## src/rtl/seven_seg_scan_decoder_pkg.sv

```systemverilog
// ---------------------------------------------------------------------------
// seven_seg_pkg
// Shared definitions for the seven-segment scan decoder and its encoder
// counterpart.
//   - SEG_0..SEG_F, SEG_BLANK : segment patterns, bit6..0 = g..a, active-high
//   - nibble_t                : 4-bit decoded digit value
//   - scan_state_t            : dwell-tracking FSM states
//   - seg_decode_t            : bundled result of one pattern lookup
// ---------------------------------------------------------------------------
package seven_seg_pkg;

  typedef logic [3:0] nibble_t;

  typedef enum logic [1:0] {
    IDLE     = 2'd0,
    SETTLE   = 2'd1,
    CAPTURED = 2'd2
  } scan_state_t;

  typedef struct packed {
    nibble_t nibble;
    logic    blank;
    logic    error;
  } seg_decode_t;

  localparam logic [6:0] SEG_0     = 7'h3F;
  localparam logic [6:0] SEG_1     = 7'h06;
  localparam logic [6:0] SEG_2     = 7'h5B;
  localparam logic [6:0] SEG_3     = 7'h4F;
  localparam logic [6:0] SEG_4     = 7'h66;
  localparam logic [6:0] SEG_5     = 7'h6D;
  localparam logic [6:0] SEG_6     = 7'h7D;
  localparam logic [6:0] SEG_7     = 7'h07;
  localparam logic [6:0] SEG_8     = 7'h7F;
  localparam logic [6:0] SEG_9     = 7'h67;
  localparam logic [6:0] SEG_A     = 7'h77;
  localparam logic [6:0] SEG_B     = 7'h7C;
  localparam logic [6:0] SEG_C     = 7'h39;
  localparam logic [6:0] SEG_D     = 7'h5E;
  localparam logic [6:0] SEG_E     = 7'h79;
  localparam logic [6:0] SEG_F     = 7'h71;
  localparam logic [6:0] SEG_BLANK = 7'h00;

endpackage

```

## src/rtl/seven_seg_scan_decoder_if.sv

```systemverilog
// ---------------------------------------------------------------------------
// seven_seg_scan_decoder_if
// Bundles the scanned display bus (input side) and the frame handshake
// (output side) of the scan decoder. Signal names are from the decoder's
// point of view.
//   i_SEVEN_SEG  [6:0]            segment pattern, g..a
//   i_DIGIT_SEL  [NUM_DIGITS-1:0] one-hot digit enable
//   i_READY                       consumer accepts frame
//   o_VALUE      [4*NUM_DIGITS-1:0] decoded frame, digit i at [4i+3:4i]
//   o_BLANK_MASK [NUM_DIGITS-1:0] digit showed all-off
//   o_ERROR                       frame had an undecodable pattern
//   o_VALID                       frame available
//   o_OVERRUN                     one-cycle pulse, completed frame dropped
// Modports: slave = decoder, master = display/consumer side.
// ---------------------------------------------------------------------------
interface seven_seg_scan_decoder_if #(
  parameter int NUM_DIGITS = 4
);

  logic [6:0]              i_SEVEN_SEG;
  logic [NUM_DIGITS-1:0]   i_DIGIT_SEL;
  logic                    i_READY;
  logic [4*NUM_DIGITS-1:0] o_VALUE;
  logic [NUM_DIGITS-1:0]   o_BLANK_MASK;
  logic                    o_ERROR;
  logic                    o_VALID;
  logic                    o_OVERRUN;

  modport slave (
    input  i_SEVEN_SEG,
    input  i_DIGIT_SEL,
    input  i_READY,
    output o_VALUE,
    output o_BLANK_MASK,
    output o_ERROR,
    output o_VALID,
    output o_OVERRUN
  );

  modport master (
    output i_SEVEN_SEG,
    output i_DIGIT_SEL,
    output i_READY,
    input  o_VALUE,
    input  o_BLANK_MASK,
    input  o_ERROR,
    input  o_VALID,
    input  o_OVERRUN
  );

endinterface

```

## src/rtl/seven_seg_scan_decoder_pattern_decoder.sv

```systemverilog
// ---------------------------------------------------------------------------
// seven_seg_pattern_decoder
// Combinational inverse of the hex seven-segment encoder.
//   i_SEG    [6:0] segment pattern, g..a, active-high
//   o_NIBBLE [3:0] decoded value (0 when blank or undecodable)
//   o_BLANK        pattern was all-off
//   o_ERROR        pattern is not one of the 16 hex glyphs nor blank
// ---------------------------------------------------------------------------
module seven_seg_pattern_decoder
  import seven_seg_pkg::*;
(
  input  logic [6:0] i_SEG,
  output nibble_t    o_NIBBLE,
  output logic       o_BLANK,
  output logic       o_ERROR
);

  always_comb begin
    o_NIBBLE = 4'h0;
    o_BLANK  = 1'b0;
    o_ERROR  = 1'b0;
    case (i_SEG)
      SEG_0:     o_NIBBLE = 4'h0;
      SEG_1:     o_NIBBLE = 4'h1;
      SEG_2:     o_NIBBLE = 4'h2;
      SEG_3:     o_NIBBLE = 4'h3;
      SEG_4:     o_NIBBLE = 4'h4;
      SEG_5:     o_NIBBLE = 4'h5;
      SEG_6:     o_NIBBLE = 4'h6;
      SEG_7:     o_NIBBLE = 4'h7;
      SEG_8:     o_NIBBLE = 4'h8;
      SEG_9:     o_NIBBLE = 4'h9;
      SEG_A:     o_NIBBLE = 4'hA;
      SEG_B:     o_NIBBLE = 4'hB;
      SEG_C:     o_NIBBLE = 4'hC;
      SEG_D:     o_NIBBLE = 4'hD;
      SEG_E:     o_NIBBLE = 4'hE;
      SEG_F:     o_NIBBLE = 4'hF;
      SEG_BLANK: o_BLANK  = 1'b1;
      default:   o_ERROR  = 1'b1;
    endcase
  end

endmodule

```

## src/rtl/seven_seg_scan_decoder.sv

```systemverilog
// ---------------------------------------------------------------------------
// seven_seg_scan_decoder
// Watches a multiplexed seven-segment bus, waits for each digit dwell to be
// stable, decodes it back to a nibble and assembles a full frame, which is
// offered on a valid/ready handshake.
//
// Ports:
//   i_CLK  system clock
//   i_RST  synchronous active-high reset
//   bus    seven_seg_scan_decoder_if.slave (segment bus in, frame out)
//
// Parameters:
//   NUM_DIGITS    digits per scan frame (1..8)
//   STABLE_CYCLES identical consecutive samples required to capture (>=2)
//
// Build option:
//   SEG_ACTIVE_LOW_EN  invert segment and select lines at the input register
//                      (common-anode boards). Undefined: active-high.
//
// Dwell FSM:
//   state    | meaning
//   ---------+-----------------------------------------------------------
//   IDLE     | select zero or multi-hot, counter held at 0
//   SETTLE   | counting identical samples of select+pattern
//   CAPTURED | digit stored, waiting for the dwell to end
// ---------------------------------------------------------------------------
module seven_seg_scan_decoder
  import seven_seg_pkg::*;
#(
  parameter int NUM_DIGITS    = 4,
  parameter int STABLE_CYCLES = 8
) (
  input  logic                     i_CLK,
  input  logic                     i_RST,
  seven_seg_scan_decoder_if.slave  bus
);

  localparam int CNT_W = $clog2(STABLE_CYCLES + 1);
  localparam logic [CNT_W-1:0] CNT_LAST = CNT_W'(STABLE_CYCLES - 1);
  localparam logic [CNT_W-1:0] CNT_ONE  = CNT_W'(1);

  // input stage
  logic [6:0]            w_seg_in;
  logic [NUM_DIGITS-1:0] w_sel_in;
  logic [6:0]            r_seg;
  logic [NUM_DIGITS-1:0] r_sel;
  logic [6:0]            r_seg_d;
  logic [NUM_DIGITS-1:0] r_sel_d;

`ifdef SEG_ACTIVE_LOW_EN
  // Register holds the polarity-corrected value, so its reset value of 0
  // corresponds to an all-ones raw bus (blank, no digit selected).
  assign w_seg_in = ~bus.i_SEVEN_SEG;
  assign w_sel_in = ~bus.i_DIGIT_SEL;
`else
  assign w_seg_in = bus.i_SEVEN_SEG;
  assign w_sel_in = bus.i_DIGIT_SEL;
`endif

  always_ff @(posedge i_CLK) begin
    if (i_RST) begin
      r_seg   <= '0;
      r_sel   <= '0;
      r_seg_d <= '0;
      r_sel_d <= '0;
    end else begin
      r_seg   <= w_seg_in;
      r_sel   <= w_sel_in;
      r_seg_d <= r_seg;
      r_sel_d <= r_sel;
    end
  end

  logic w_same;
  logic w_onehot;

  assign w_same   = (r_seg == r_seg_d) && (r_sel == r_sel_d);
  assign w_onehot = $onehot(r_sel);

  // dwell FSM
  scan_state_t      r_state;
  scan_state_t      w_state_next;
  logic [CNT_W-1:0] r_cnt;
  logic [CNT_W-1:0] w_cnt_next;
  logic             w_capture;

  always_ff @(posedge i_CLK) begin
    if (i_RST) begin
      r_state <= IDLE;
      r_cnt   <= '0;
    end else begin
      r_state <= w_state_next;
      r_cnt   <= w_cnt_next;
    end
  end

  // The sample that first shows a one-hot select (or a changed one) counts
  // as sample 1, so the capture lands STABLE_CYCLES+1 clocks after the bus
  // edge.
  always_comb begin
    w_state_next = r_state;
    w_cnt_next   = r_cnt;
    case (r_state)
      IDLE: begin
        if (w_onehot) begin
          w_state_next = SETTLE;
          w_cnt_next   = CNT_ONE;
        end else begin
          w_cnt_next   = '0;
        end
      end
      SETTLE: begin
        if (w_same) begin
          w_cnt_next = r_cnt + CNT_ONE;
          if (r_cnt == CNT_LAST) begin
            w_state_next = CAPTURED;
          end
        end else if (w_onehot) begin
          w_cnt_next = CNT_ONE;
        end else begin
          w_state_next = IDLE;
          w_cnt_next   = '0;
        end
      end
      CAPTURED: begin
        if (!w_same) begin
          if (w_onehot) begin
            w_state_next = SETTLE;
            w_cnt_next   = CNT_ONE;
          end else begin
            w_state_next = IDLE;
            w_cnt_next   = '0;
          end
        end
      end
      default: begin
        w_state_next = IDLE;
        w_cnt_next   = '0;
      end
    endcase
  end

  always_comb begin
    w_capture = 1'b0;
    if ((r_state == SETTLE) && w_same && (r_cnt == CNT_LAST)) begin
      w_capture = 1'b1;
    end
  end

  // pattern lookup on the registered bus
  nibble_t w_nib;
  logic    w_blank;
  logic    w_err;

  seven_seg_pattern_decoder u_pattern_decoder (
    .i_SEG    (r_seg),
    .o_NIBBLE (w_nib),
    .o_BLANK  (w_blank),
    .o_ERROR  (w_err)
  );

  // frame assembly
  logic [4*NUM_DIGITS-1:0] r_val_buf;
  logic [NUM_DIGITS-1:0]   r_blank_buf;
  logic [NUM_DIGITS-1:0]   r_err_buf;
  logic [NUM_DIGITS-1:0]   r_mask;
  logic                    r_pend;
  logic                    w_frame_done;

  assign w_frame_done = w_capture && ((r_mask | r_sel) == '1);

  always_ff @(posedge i_CLK) begin
    if (i_RST) begin
      r_val_buf   <= '0;
      r_blank_buf <= '0;
      r_err_buf   <= '0;
      r_mask      <= '0;
      r_pend      <= 1'b0;
    end else begin
      r_pend <= w_frame_done;
      // Publish cycle clears the accumulators; a capture cannot coincide
      // with it because a new dwell needs at least STABLE_CYCLES clocks.
      if (r_pend) begin
        r_mask    <= '0;
        r_err_buf <= '0;
      end else if (w_capture) begin
        r_mask <= r_mask | r_sel;
      end
      for (int i = 0; i < NUM_DIGITS; i++) begin
        if (w_capture && r_sel[i]) begin
          r_val_buf[4*i +: 4] <= w_nib;
          r_blank_buf[i]      <= w_blank;
          r_err_buf[i]        <= w_err;
        end
      end
    end
  end

  // output handshake
  logic [4*NUM_DIGITS-1:0] r_value;
  logic [NUM_DIGITS-1:0]   r_blank_mask;
  logic                    r_error;
  logic                    r_valid;
  logic                    r_overrun;
  logic                    w_can_load;

  // A held frame may be replaced in the same cycle it is transferred.
  assign w_can_load = !r_valid || bus.i_READY;

  always_ff @(posedge i_CLK) begin
    if (i_RST) begin
      r_value      <= '0;
      r_blank_mask <= '0;
      r_error      <= 1'b0;
      r_valid      <= 1'b0;
      r_overrun    <= 1'b0;
    end else begin
      r_overrun <= r_pend && !w_can_load;
      if (r_pend && w_can_load) begin
        r_value      <= r_val_buf;
        r_blank_mask <= r_blank_buf;
        r_error      <= |r_err_buf;
        r_valid      <= 1'b1;
      end else if (r_valid && bus.i_READY) begin
        r_valid <= 1'b0;
      end
    end
  end

  assign bus.o_VALUE      = r_value;
  assign bus.o_BLANK_MASK = r_blank_mask;
  assign bus.o_ERROR      = r_error;
  assign bus.o_VALID      = r_valid;
  assign bus.o_OVERRUN    = r_overrun;

endmodule
```

## src/flat_wrapper.sv

```systemverilog
// flat-port wrapper written by rule: the top's interface ports become plain ports
module seven_seg_scan_decoder_flat import seven_seg_pkg::*;
#(
  parameter int NUM_DIGITS    = 4,
  parameter int STABLE_CYCLES = 8
)
  (i_CLK, i_RST, bus_i_SEVEN_SEG, bus_i_DIGIT_SEL, bus_i_READY, bus_o_VALUE, bus_o_BLANK_MASK, bus_o_ERROR, bus_o_VALID, bus_o_OVERRUN);
  seven_seg_scan_decoder_if #(.NUM_DIGITS(NUM_DIGITS)) bus_i ();
  input  logic i_CLK;
  input  logic i_RST;
  input wire logic [$bits(bus_i.i_SEVEN_SEG)-1:0] bus_i_SEVEN_SEG;
  input wire logic [$bits(bus_i.i_DIGIT_SEL)-1:0] bus_i_DIGIT_SEL;
  input wire logic [$bits(bus_i.i_READY)-1:0] bus_i_READY;
  output wire logic [$bits(bus_i.o_VALUE)-1:0] bus_o_VALUE;
  output wire logic [$bits(bus_i.o_BLANK_MASK)-1:0] bus_o_BLANK_MASK;
  output wire logic [$bits(bus_i.o_ERROR)-1:0] bus_o_ERROR;
  output wire logic [$bits(bus_i.o_VALID)-1:0] bus_o_VALID;
  output wire logic [$bits(bus_i.o_OVERRUN)-1:0] bus_o_OVERRUN;
  assign bus_i.i_SEVEN_SEG = bus_i_SEVEN_SEG;
  assign bus_i.i_DIGIT_SEL = bus_i_DIGIT_SEL;
  assign bus_i.i_READY = bus_i_READY;
  assign bus_o_VALUE = bus_i.o_VALUE;
  assign bus_o_BLANK_MASK = bus_i.o_BLANK_MASK;
  assign bus_o_ERROR = bus_i.o_ERROR;
  assign bus_o_VALID = bus_i.o_VALID;
  assign bus_o_OVERRUN = bus_i.o_OVERRUN;
  seven_seg_scan_decoder #(.NUM_DIGITS(NUM_DIGITS), .STABLE_CYCLES(STABLE_CYCLES)) u_core (.i_CLK(i_CLK), .i_RST(i_RST), .bus(bus_i));
endmodule
```

## config.mk

```make
export PLATFORM = sky130hd
export DESIGN_NAME = seven_seg_scan_decoder_flat
export DESIGN_NICKNAME = d
export VERILOG_FILES = /design/src/rtl/seven_seg_scan_decoder_pkg.sv /design/src/rtl/seven_seg_scan_decoder_if.sv /design/src/rtl/seven_seg_scan_decoder_pattern_decoder.sv /design/src/rtl/seven_seg_scan_decoder.sv /design/src/flat_wrapper.sv
export SDC_FILE = /design/constraint.sdc
export NUM_CORES = 1
export LEC_CHECK = 0
export BUFFER_PORTS_ARGS = -buffer_cell sky130_fd_sc_hd__clkbuf_2
export CORE_MARGIN = 5
export CORE_UTILIZATION = 52
export DETAILED_ROUTE_END_ITERATION = 10
export PLACE_DENSITY = 0.8
export SETUP_SLACK_MARGIN = 0.05
export SYNTH_ARGS = -nofsm -noshare
export SYNTH_HDL_FRONTEND = slang
export SYNTH_HIERARCHICAL = 1
export SYNTH_SLANG_ARGS = --single-unit
```

## constraint.sdc

```tcl
create_clock -name i_CLK -period 2 [get_ports i_CLK]
set_input_delay 0.2 -clock i_CLK [delete_from_list [all_inputs] [get_ports i_CLK]]
set_output_delay 0.2 -clock i_CLK [all_outputs]
set_load 0.05 [all_outputs]
```

# == Word level (Yosys, flattened, before mapping) ==
# Index checks and enable logic that the tools add are counted.
# word_totals
ff_bits,80
input_bits,14
# op_classes
add_sub_neg,4
n_eq_ne,27
mux,22
bitwise_logic,1
reduce_logical,25
# ops
operator,count
$eq A7 B7 Y1 const B,12
$pmux W4 S15,1
$reduce_or A17 Y1,1
$eq A7 B3 Y1 const B,2
$eq A7 B6 Y1 const B,2
$mux W4,3
$pmux W4 S3,1
$logic_and A1 B1 Y1,11
$mux W1,11
$mux W2,5
$reduce_bool A2 Y1,5
$eq A7 B7 Y1,1
$logic_not A7 Y1,1
$pmux W2 S3,1
$add A1 B1 Y2,2
$add A4 B1 Y4 const B,1
$eq A4 B3 Y1 const B,1
$eq A4 B4 Y1,1
$eq A4 B4 Y1 const B,1
$or A4 B4 Y4,1
$reduce_and A4 Y1,1
$reduce_or A4 Y1,1
$add A3 B3 Y3,1
$eq A3 B1 Y1 const B,1
other kinds (10),11

# == Depth between registers and ports, before layout ==
# depth
ltp_word,7
depth_mapped,10
mapped_depth_nobuf,10

# == Modules after synthesis ==
# The synthesis kept the hierarchy.
# by_module_without_submodules
module,instances,cells_each,area_each_um2,seq_area_each_um2
seven_seg_scan_decoder,1,310,3020.4,1601.5
seven_seg_pattern_decoder,1,65,434.2,0.0

# == Worst setup path before layout ==
# OpenSTA, ideal clock, no wires.
# synth_path
path_type,register to register
start,register u_core.r_sel[0]
end,register u_core.r_state[0]
arrival_ns,1.935
required_ns,1.929
path_slack_ns,-0.005
path_stages_with_launch,10
period_less_slack_ns,2.005
cell_sequence,dfxtp_1 > inv_1 > fa_1 > inv_1 > ha_1 > ha_1 > nor2_1 > nand2_1 > a211o_1 > a21oi_1
# synth_via
elab_chain_cells,6
word_cells_on_any_way,14
cone_classes,add/sub: 2; eq/ne: 6; mux: 4; reduce/logical: 2
# synth_lines
element,line_no,text
"start, declared",seven_seg_scan_decoder.sv:46,logic [NUM_DIGITS-1:0] r_sel;
"start signal, assigned",seven_seg_scan_decoder.sv:68,r_sel <= w_sel_in;
$add A1 B1 Y2 (not written as such),seven_seg_scan_decoder.sv:78,assign w_onehot = $onehot(r_sel);
$add A3 B3 Y3 (not written as such),seven_seg_scan_decoder.sv:78,
$eq A3 B1 Y1,seven_seg_scan_decoder.sv:78,
$mux W1,seven_seg_scan_decoder.sv:127,if (w_onehot) begin
$mux W2,seven_seg_scan_decoder.sv:126,if (!w_same) begin
$pmux W2 S3,seven_seg_scan_decoder.sv:103,case (r_state)
"end signal, assigned",seven_seg_scan_decoder.sv:92,r_state <= w_state_next;
"end, declared",seven_seg_scan_decoder.sv:81,scan_state_t r_state;
# Parallel ways exist; a longest one is shown, timed or not. The select of a mux whose other input is x is not followed.
# A chain may end at the register's enable or synchronous reset.

# == Worst setup path after layout ==
# layout_path
start,register u_core.r_sel[1]
end,register u_core.r_state[0]
# The elaborated chain is that of the path after synthesis.

==> flow_summary.html <==
<table>
<tr><th>Metric</th><th>Value</th></tr>
<tr><th colspan="2">Clock tree</th></tr>
<tr><td>Worst-skew pair later-pin latency</td><td>between 0.3 and 0.4 ns</td></tr>
<tr><td>Clock buffer count from CTS</td><td>9</td></tr>
<tr><td>Clock sink total</td><td>80</td></tr>
<tr><td>CTS tree</td><td>yes</td></tr>
<tr><td>Root Driver</td><td>sky130_fd_sc_hd__clkbuf_8</td></tr>
<tr><td>CTS H-tree depth</td><td>3</td></tr>
<tr><td>Buffer levels on the longest clock path</td><td>2</td></tr>
<tr><td>Clock-pin slew on the worst setup and hold paths</td><td>0.08 ns</td></tr>
<tr><td>Number of hold-repair buffers added at the cts stage</td><td>0</td></tr>
<tr><th colspan="2">STA</th></tr>
<tr><td>Hold_ws</td><td>0.0591 ns</td></tr>
<tr><td>Final Critical Period</td><td>between 1.5 and 2 ns</td></tr>
<tr><td>Worst-case clock skew</td><td>0.0121 ns</td></tr>
<tr><td>Tcrit/Tclk final</td><td>~100%</td></tr>
<tr><td>Timing-limited maximum frequency</td><td>~0.5 GHz</td></tr>
<tr><td>Final Max Tran Viols</td><td>0</td></tr>
<tr><td>Setup violation total in the final timing report</td><td>0</td></tr>
<tr><td>Fin Setup TNS</td><td>0 ns</td></tr>
<tr><td>RSZ-0062 raised after global routing</td><td>true</td></tr>
<tr><td>Worst slew pin tran</td><td>0.657 ns</td></tr>
<tr><td>Relative slew margins</td><td>56.2%</td></tr>
<tr><td>Final Hold Vio Count</td><td>0</td></tr>
<tr><th colspan="2">Logic synthesis</th></tr>
<tr><td>Post-synthesis cell count</td><td>375</td></tr>
<tr><td>Ys Warns</td><td>6</td></tr>
<tr><td>Compound-Gate Fraction of Synth Area</td><td>10.8%</td></tr>
<tr><td>Mean instance size in the synthesized netlist</td><td>9.21 um2</td></tr>
<tr><td>Dominant combinational cell family by area after synthesis</td><td>simple AND/OR/NAND/NOR gates</td></tr>
<tr><td>Count of state elements after synthesis</td><td>80</td></tr>
<tr><td>Count of cell types in the netlist</td><td>53</td></tr>
<tr><td>Share of the synthesized netlist area taken by xor and xnor gates</td><td>4.49%</td></tr>
<tr><td>Post-synthesis share of cell area spent on full adders, half adders and majority gates</td><td>1.67%</td></tr>
<tr><td>EDFF count, synth</td><td>0</td></tr>
<tr><td>Synth area leaders</td><td>sky130_fd_sc_hd__dfxtp_1 46%, sky130_fd_sc_hd__mux2i_1 6.1%, sky130_fd_sc_hd__nand2_1 5.5%, sky130_fd_sc_hd__a21oi_1 4.6%, sky130_fd_sc_hd__nor2b_1 4.2%</td></tr>
<tr><td>Fraction of synthesized cell area taken by the top area cell type</td><td>46.4%</td></tr>
<tr><td>Post-Synth Simple-Gate Area</td><td>around 27%</td></tr>
<tr><td>Post-synthesis mux area share</td><td>6.08%</td></tr>
<tr><td>Synthesized netlist net count</td><td>around 390</td></tr>
<tr><td>Top cell type by total area after synthesis</td><td>sky130_fd_sc_hd__dfxtp_1</td></tr>
<tr><td>Combined area of all synthesized cells</td><td>0.00345 mm2</td></tr>
<tr><td>Async SR Flop Fraction</td><td>0%</td></tr>
<tr><td>Fraction of the yosys area taken by sequential cells</td><td>46.4%</td></tr>
<tr><td>Dominant register cell in the synthesized netlist</td><td>sky130_fd_sc_hd__dfxtp_1</td></tr>
<tr><th colspan="2">Setup path</th></tr>
<tr><td>R2R setup slack</td><td>0.003 ns</td></tr>
<tr><td>Critical-path maximum fanout</td><td>3</td></tr>
<tr><td>Logic depth of the worst register-to-register path</td><td>9</td></tr>
<tr><td>FF-to-FF Start</td><td>u_core/r_sel[1]$_SDFF_PP0_</td></tr>
<tr><td>CP Capture Type</td><td>flop</td></tr>
<tr><td>Crit Path Category</td><td>flop to flop</td></tr>
<tr><td>FF-to-FF End</td><td>u_core/r_state[0]$_SDFFE_PP0P_</td></tr>
<tr><td>Type of origin of the critical path</td><td>flop</td></tr>
<tr><td>Required time of the critical path</td><td>2.28 ns</td></tr>
<tr><td>Endpoint arrival time on the critical path</td><td>between 2 and 2.5 ns</td></tr>
<tr><th colspan="2">Power and ir drop</th></tr>
<tr><td>Power share of the clock group</td><td>between 30% and 40%</td></tr>
<tr><td>Ratio of total power to cell area</td><td>742 mW/mm2</td></tr>
<tr><td>Share of total power consumed by net switching</td><td>26.6%</td></tr>
<tr><td>Relative contribution of combinational cells to total power</td><td>roughly a tenth</td></tr>
<tr><td>Leak</td><td>0.00148 uW</td></tr>
<tr><td>Max rail drop VDD</td><td>between 0.5 and 0.6 mV</td></tr>
<tr><td>Share of total power in sequential cells</td><td>55.1%</td></tr>
<tr><td>Internal Pwr Total</td><td>~2200 uW</td></tr>
<tr><td>Net switching power figure</td><td>799 uW</td></tr>
<tr><td>Total power</td><td>3010 uW</td></tr>
<tr><th colspan="2">Placement</th></tr>
<tr><td>Detailed placer's ending HPWL</td><td>about 4.8 mm</td></tr>
<tr><td>IO buf count</td><td>36</td></tr>
<tr><td>GP Congestion</td><td>between 0.9 and 1</td></tr>
<tr><td># placed instances</td><td>483</td></tr>
<tr><th colspan="2">Worst hold path</th></tr>
<tr><td>Worst min-delay path endpoint</td><td>u_core/r_sel[2]$_SDFF_PP0_</td></tr>
<tr><td>Instance count along the most critical hold path</td><td>2</td></tr>
<tr><td>HP Class</td><td>primary input to flop</td></tr>
<tr><td>Startpoint of the most critical hold path</td><td>bus_i_DIGIT_SEL[2]</td></tr>
<tr><th colspan="2">Global route</th></tr>
<tr><td>Maximum number of pins on one net before global-route repair</td><td>48</td></tr>
<tr><td>Number of global-route vias before repair</td><td>~2,500</td></tr>
<tr><td>Wire length of the first global-routing pass</td><td>11.7 mm</td></tr>
<tr><td>GR Overflow Total</td><td>0</td></tr>
<tr><td>All-Layer GR Usage</td><td>17.2%</td></tr>
<tr><td>Antenna violations before repair</td><td>0</td></tr>
<tr><th colspan="2">Routing</th></tr>
<tr><td>Wire per inst</td><td>around 14 um</td></tr>
<tr><td>Ratio of routed vias to standard cells</td><td>5.42</td></tr>
<tr><td>Detailed Route Iter0 Violations</td><td>181</td></tr>
<tr><td>Total iterations of the first detailed-routing run</td><td>4</td></tr>
<tr><td>Antenna violation net count after detailed routing</td><td>0</td></tr>
<tr><td>Wire length reported by the detailed router</td><td>7.02 mm</td></tr>
<tr><td>Overall via count from detail_route</td><td>2,715</td></tr>
<tr><td>DRC violations left</td><td>0</td></tr>
<tr><th colspan="2">Finish</th></tr>
<tr><td>Count of placed standard cells in the final layout, fillers left out</td><td>roughly 500</td></tr>
<tr><td>Utilization after layout</td><td>a little over three fifths</td></tr>
<tr><td>Antenna diode count</td><td>0</td></tr>
<tr><td>Final #Nets</td><td>437</td></tr>
<tr><td>Area occupied by multi-input gates</td><td>around 0.0018 mm2</td></tr>
<tr><td>Area growth from synthesis to final layout</td><td>17.4%</td></tr>
<tr><td>Fraction of final layout cells sized beyond drive strength 1</td><td>24.3%</td></tr>
<tr><td>Filler Cells Inserted</td><td>531</td></tr>
<tr><td>Sequential cell area</td><td>0.00161 mm2</td></tr>
<tr><th colspan="2">Die</th></tr>
<tr><td>Number of primary I/O pins</td><td>37</td></tr>
<tr><td>Floorplan row count</td><td>29</td></tr>
<tr><td>Floorplan core area</td><td>about 0.0064 mm2</td></tr>
<tr><td>Floorplan die area</td><td>around 0.0084 mm2</td></tr>
<tr><td>Initial cell density of the core</td><td>53.8%</td></tr>
<tr><td>Vert. Die Dim</td><td>91.5 um</td></tr>
<tr><td>Horizontal extent of the die</td><td>91.5 um</td></tr>
<tr><th colspan="2">Run</th></tr>
<tr><td>Max Cap Viol</td><td>0</td></tr>
<tr><th colspan="2">Outcome</th></tr>
<tr><td>Result of the run</td><td>completed</td></tr>
</table>
[critical path, stage by stage, from the launching register on]
cell                      delay, ns
sky130_fd_sc_hd__dfxtp_2       0.34
sky130_fd_sc_hd__inv_2         0.04
sky130_fd_sc_hd__fa_1          0.54
sky130_fd_sc_hd__inv_2         0.05
sky130_fd_sc_hd__ha_4          0.15
sky130_fd_sc_hd__ha_4          0.23
sky130_fd_sc_hd__nor2_4        0.10
sky130_fd_sc_hd__nand2_2       0.08
sky130_fd_sc_hd__a211o_1       0.28
sky130_fd_sc_hd__a21oi_2       0.12
[what timing repair did]
| item | CTS | global route |
|---|---|---|
| pin swaps | 2 | 9 |
| hold endpoints to repair | 0 | 0 |
| endpoints found under the setup margin | 14 | 27 |
| buffers inserted | 0 | 2 |
| resized for setup | 3 | 19 |
[registers in the layout (all words and copies together) (netlist names)]
signal / cells
u_core/bus.o_ERROR: 1
u_core/r_seg: 7
u_core/bus.o_VALID: 1
u_core/r_err_buf: 4
u_core/r_blank_buf: 4
u_core/r_pend: 1
u_core/r_cnt: 4
u_core/r_sel_d: 4
u_core/r_mask: 4
u_core/r_val_buf: 16
u_core/bus.o_OVERRUN: 1
u_core/r_seg_d: 7
u_core/bus.o_BLANK_MASK: 4
u_core/bus.o_VALUE: 16
u_core/r_state: 2
u_core/r_sel: 4
[layout by cell type (no fill, tap or decap), types with 3 or more instances in the layout]
master	n
sky130_fd_sc_hd__nor2_1	30
sky130_fd_sc_hd__o21a_1	4
sky130_fd_sc_hd__dfxtp_2	5
sky130_fd_sc_hd__nand4_1	4
sky130_fd_sc_hd__nand3_1	8
sky130_fd_sc_hd__nor3b_1	3
sky130_fd_sc_hd__a21oi_1	31
sky130_fd_sc_hd__nor3_1	8
sky130_fd_sc_hd__clkbuf_8	9
sky130_fd_sc_hd__xnor2_2	3
sky130_fd_sc_hd__o21ai_0	6
sky130_fd_sc_hd__dfxtp_1	74
sky130_fd_sc_hd__nand3b_1	4
sky130_fd_sc_hd__xnor2_1	9
sky130_fd_sc_hd__buf_4	17
sky130_fd_sc_hd__xor2_1	4
sky130_fd_sc_hd__inv_1	4
sky130_fd_sc_hd__o22ai_1	3
sky130_fd_sc_hd__mux2i_1	21
sky130_fd_sc_hd__nand2b_1	5
sky130_fd_sc_hd__inv_2	3
sky130_fd_sc_hd__nor4_4	4
sky130_fd_sc_hd__clkbuf_2	36
sky130_fd_sc_hd__nor2b_1	23
sky130_fd_sc_hd__nand2_1	50
[power groups by stage]
stage          Combinational (uW)  Sequential, uW  Clock, uW
3_5_place_dp                  267            1690          0
6_report                      302            1660       1050
2_1_floorplan                 208            1680          0
5_1_grt                       331            1660       1150
3_3_place_gp                  257            1690          0
4_1_cts                       270            1660       1080
[through the flow]
stage	cell area [um2]	setup WS, ns
5_1_grt	4060	-0.0880
4_1_cts	3960	0.0220
3_5_place_dp	3780	0.0197
6_report	4060	0.00299
2_1_floorplan	3460	0.0561
3_3_place_gp	3780	0.0783
[cells in the mapped netlist, types with 4 or more instances]
library cell,number
sky130_fd_sc_hd__nand2_1,51
sky130_fd_sc_hd__o21a_1,4
sky130_fd_sc_hd__nor2_1,31
sky130_fd_sc_hd__nand3_1,8
sky130_fd_sc_hd__dfxtp_1,80
sky130_fd_sc_hd__nand4_1,4
sky130_fd_sc_hd__nand3b_1,4
sky130_fd_sc_hd__a21oi_1,32
sky130_fd_sc_hd__mux2i_1,21
sky130_fd_sc_hd__nor3_1,9
sky130_fd_sc_hd__clkbuf_1,11
sky130_fd_sc_hd__xnor2_1,10
sky130_fd_sc_hd__xor2_1,4
sky130_fd_sc_hd__o21ai_0,6
sky130_fd_sc_hd__nor4_4,4
sky130_fd_sc_hd__nor2b_1,23
sky130_fd_sc_hd__inv_1,7
sky130_fd_sc_hd__buf_2,7
sky130_fd_sc_hd__nand2b_1,5
[per-layer routing]
metal	up-vias	track usage [%]	share of wire [%]
li1	1371	-	-
met3	8	4.88	3.9
met1	1281	22.0	46
met2	55	27.6	49
met4	0	6.28	1.2
met5	-	0	0
[how the worst max path moves through the flow]
stage                               start                              to  slack, ns  depth (start not counted)
2_1_floorplan  u_core/r_sel[3]$_SDFF_PP0_  u_core/r_state[0]$_SDFFE_PP0P_       0.06                          9
3_3_place_gp   u_core/r_sel[0]$_SDFF_PP0_  u_core/r_state[0]$_SDFFE_PP0P_       0.08                          9
3_5_place_dp   u_core/r_sel[0]$_SDFF_PP0_  u_core/r_state[0]$_SDFFE_PP0P_       0.02                         10
4_1_cts        u_core/r_sel[0]$_SDFF_PP0_  u_core/r_state[0]$_SDFFE_PP0P_       0.02                          9
5_1_grt        u_core/r_sel[1]$_SDFF_PP0_  u_core/r_state[0]$_SDFFE_PP0P_      -0.09                          9
6_report       u_core/r_sel[1]$_SDFF_PP0_  u_core/r_state[0]$_SDFFE_PP0P_      0.003                          9
[area by class of cell]
| type | count | share of cell area (%) |
|---|---|---|
| multi-input combinational | 265 | 44.2 |
| clock inverter | 6 | 1.08 |
| sequential | 80 | 39.7 |
| inverter | 7 | 0.648 |
| timing repair buffer | 56 | 8.86 |
| tap | 77 | 2.38 |
| clock buffer | 10 | 3.15 |
[cells by family (layout without fill, tap and decap cells)]
family | after synthesis | count (layout)
DFF | 80 | 80
buffers and inverters | 30 | 79
muxes | 21 | 21
xor gates and xnor gates | 16 | 16
and+or+nand+nor | 162 | 162
adders and majority gates | 4 | 4
AOI/OAI and AO/OA | 62 | 62
Power figures use the tool's default switching activity.
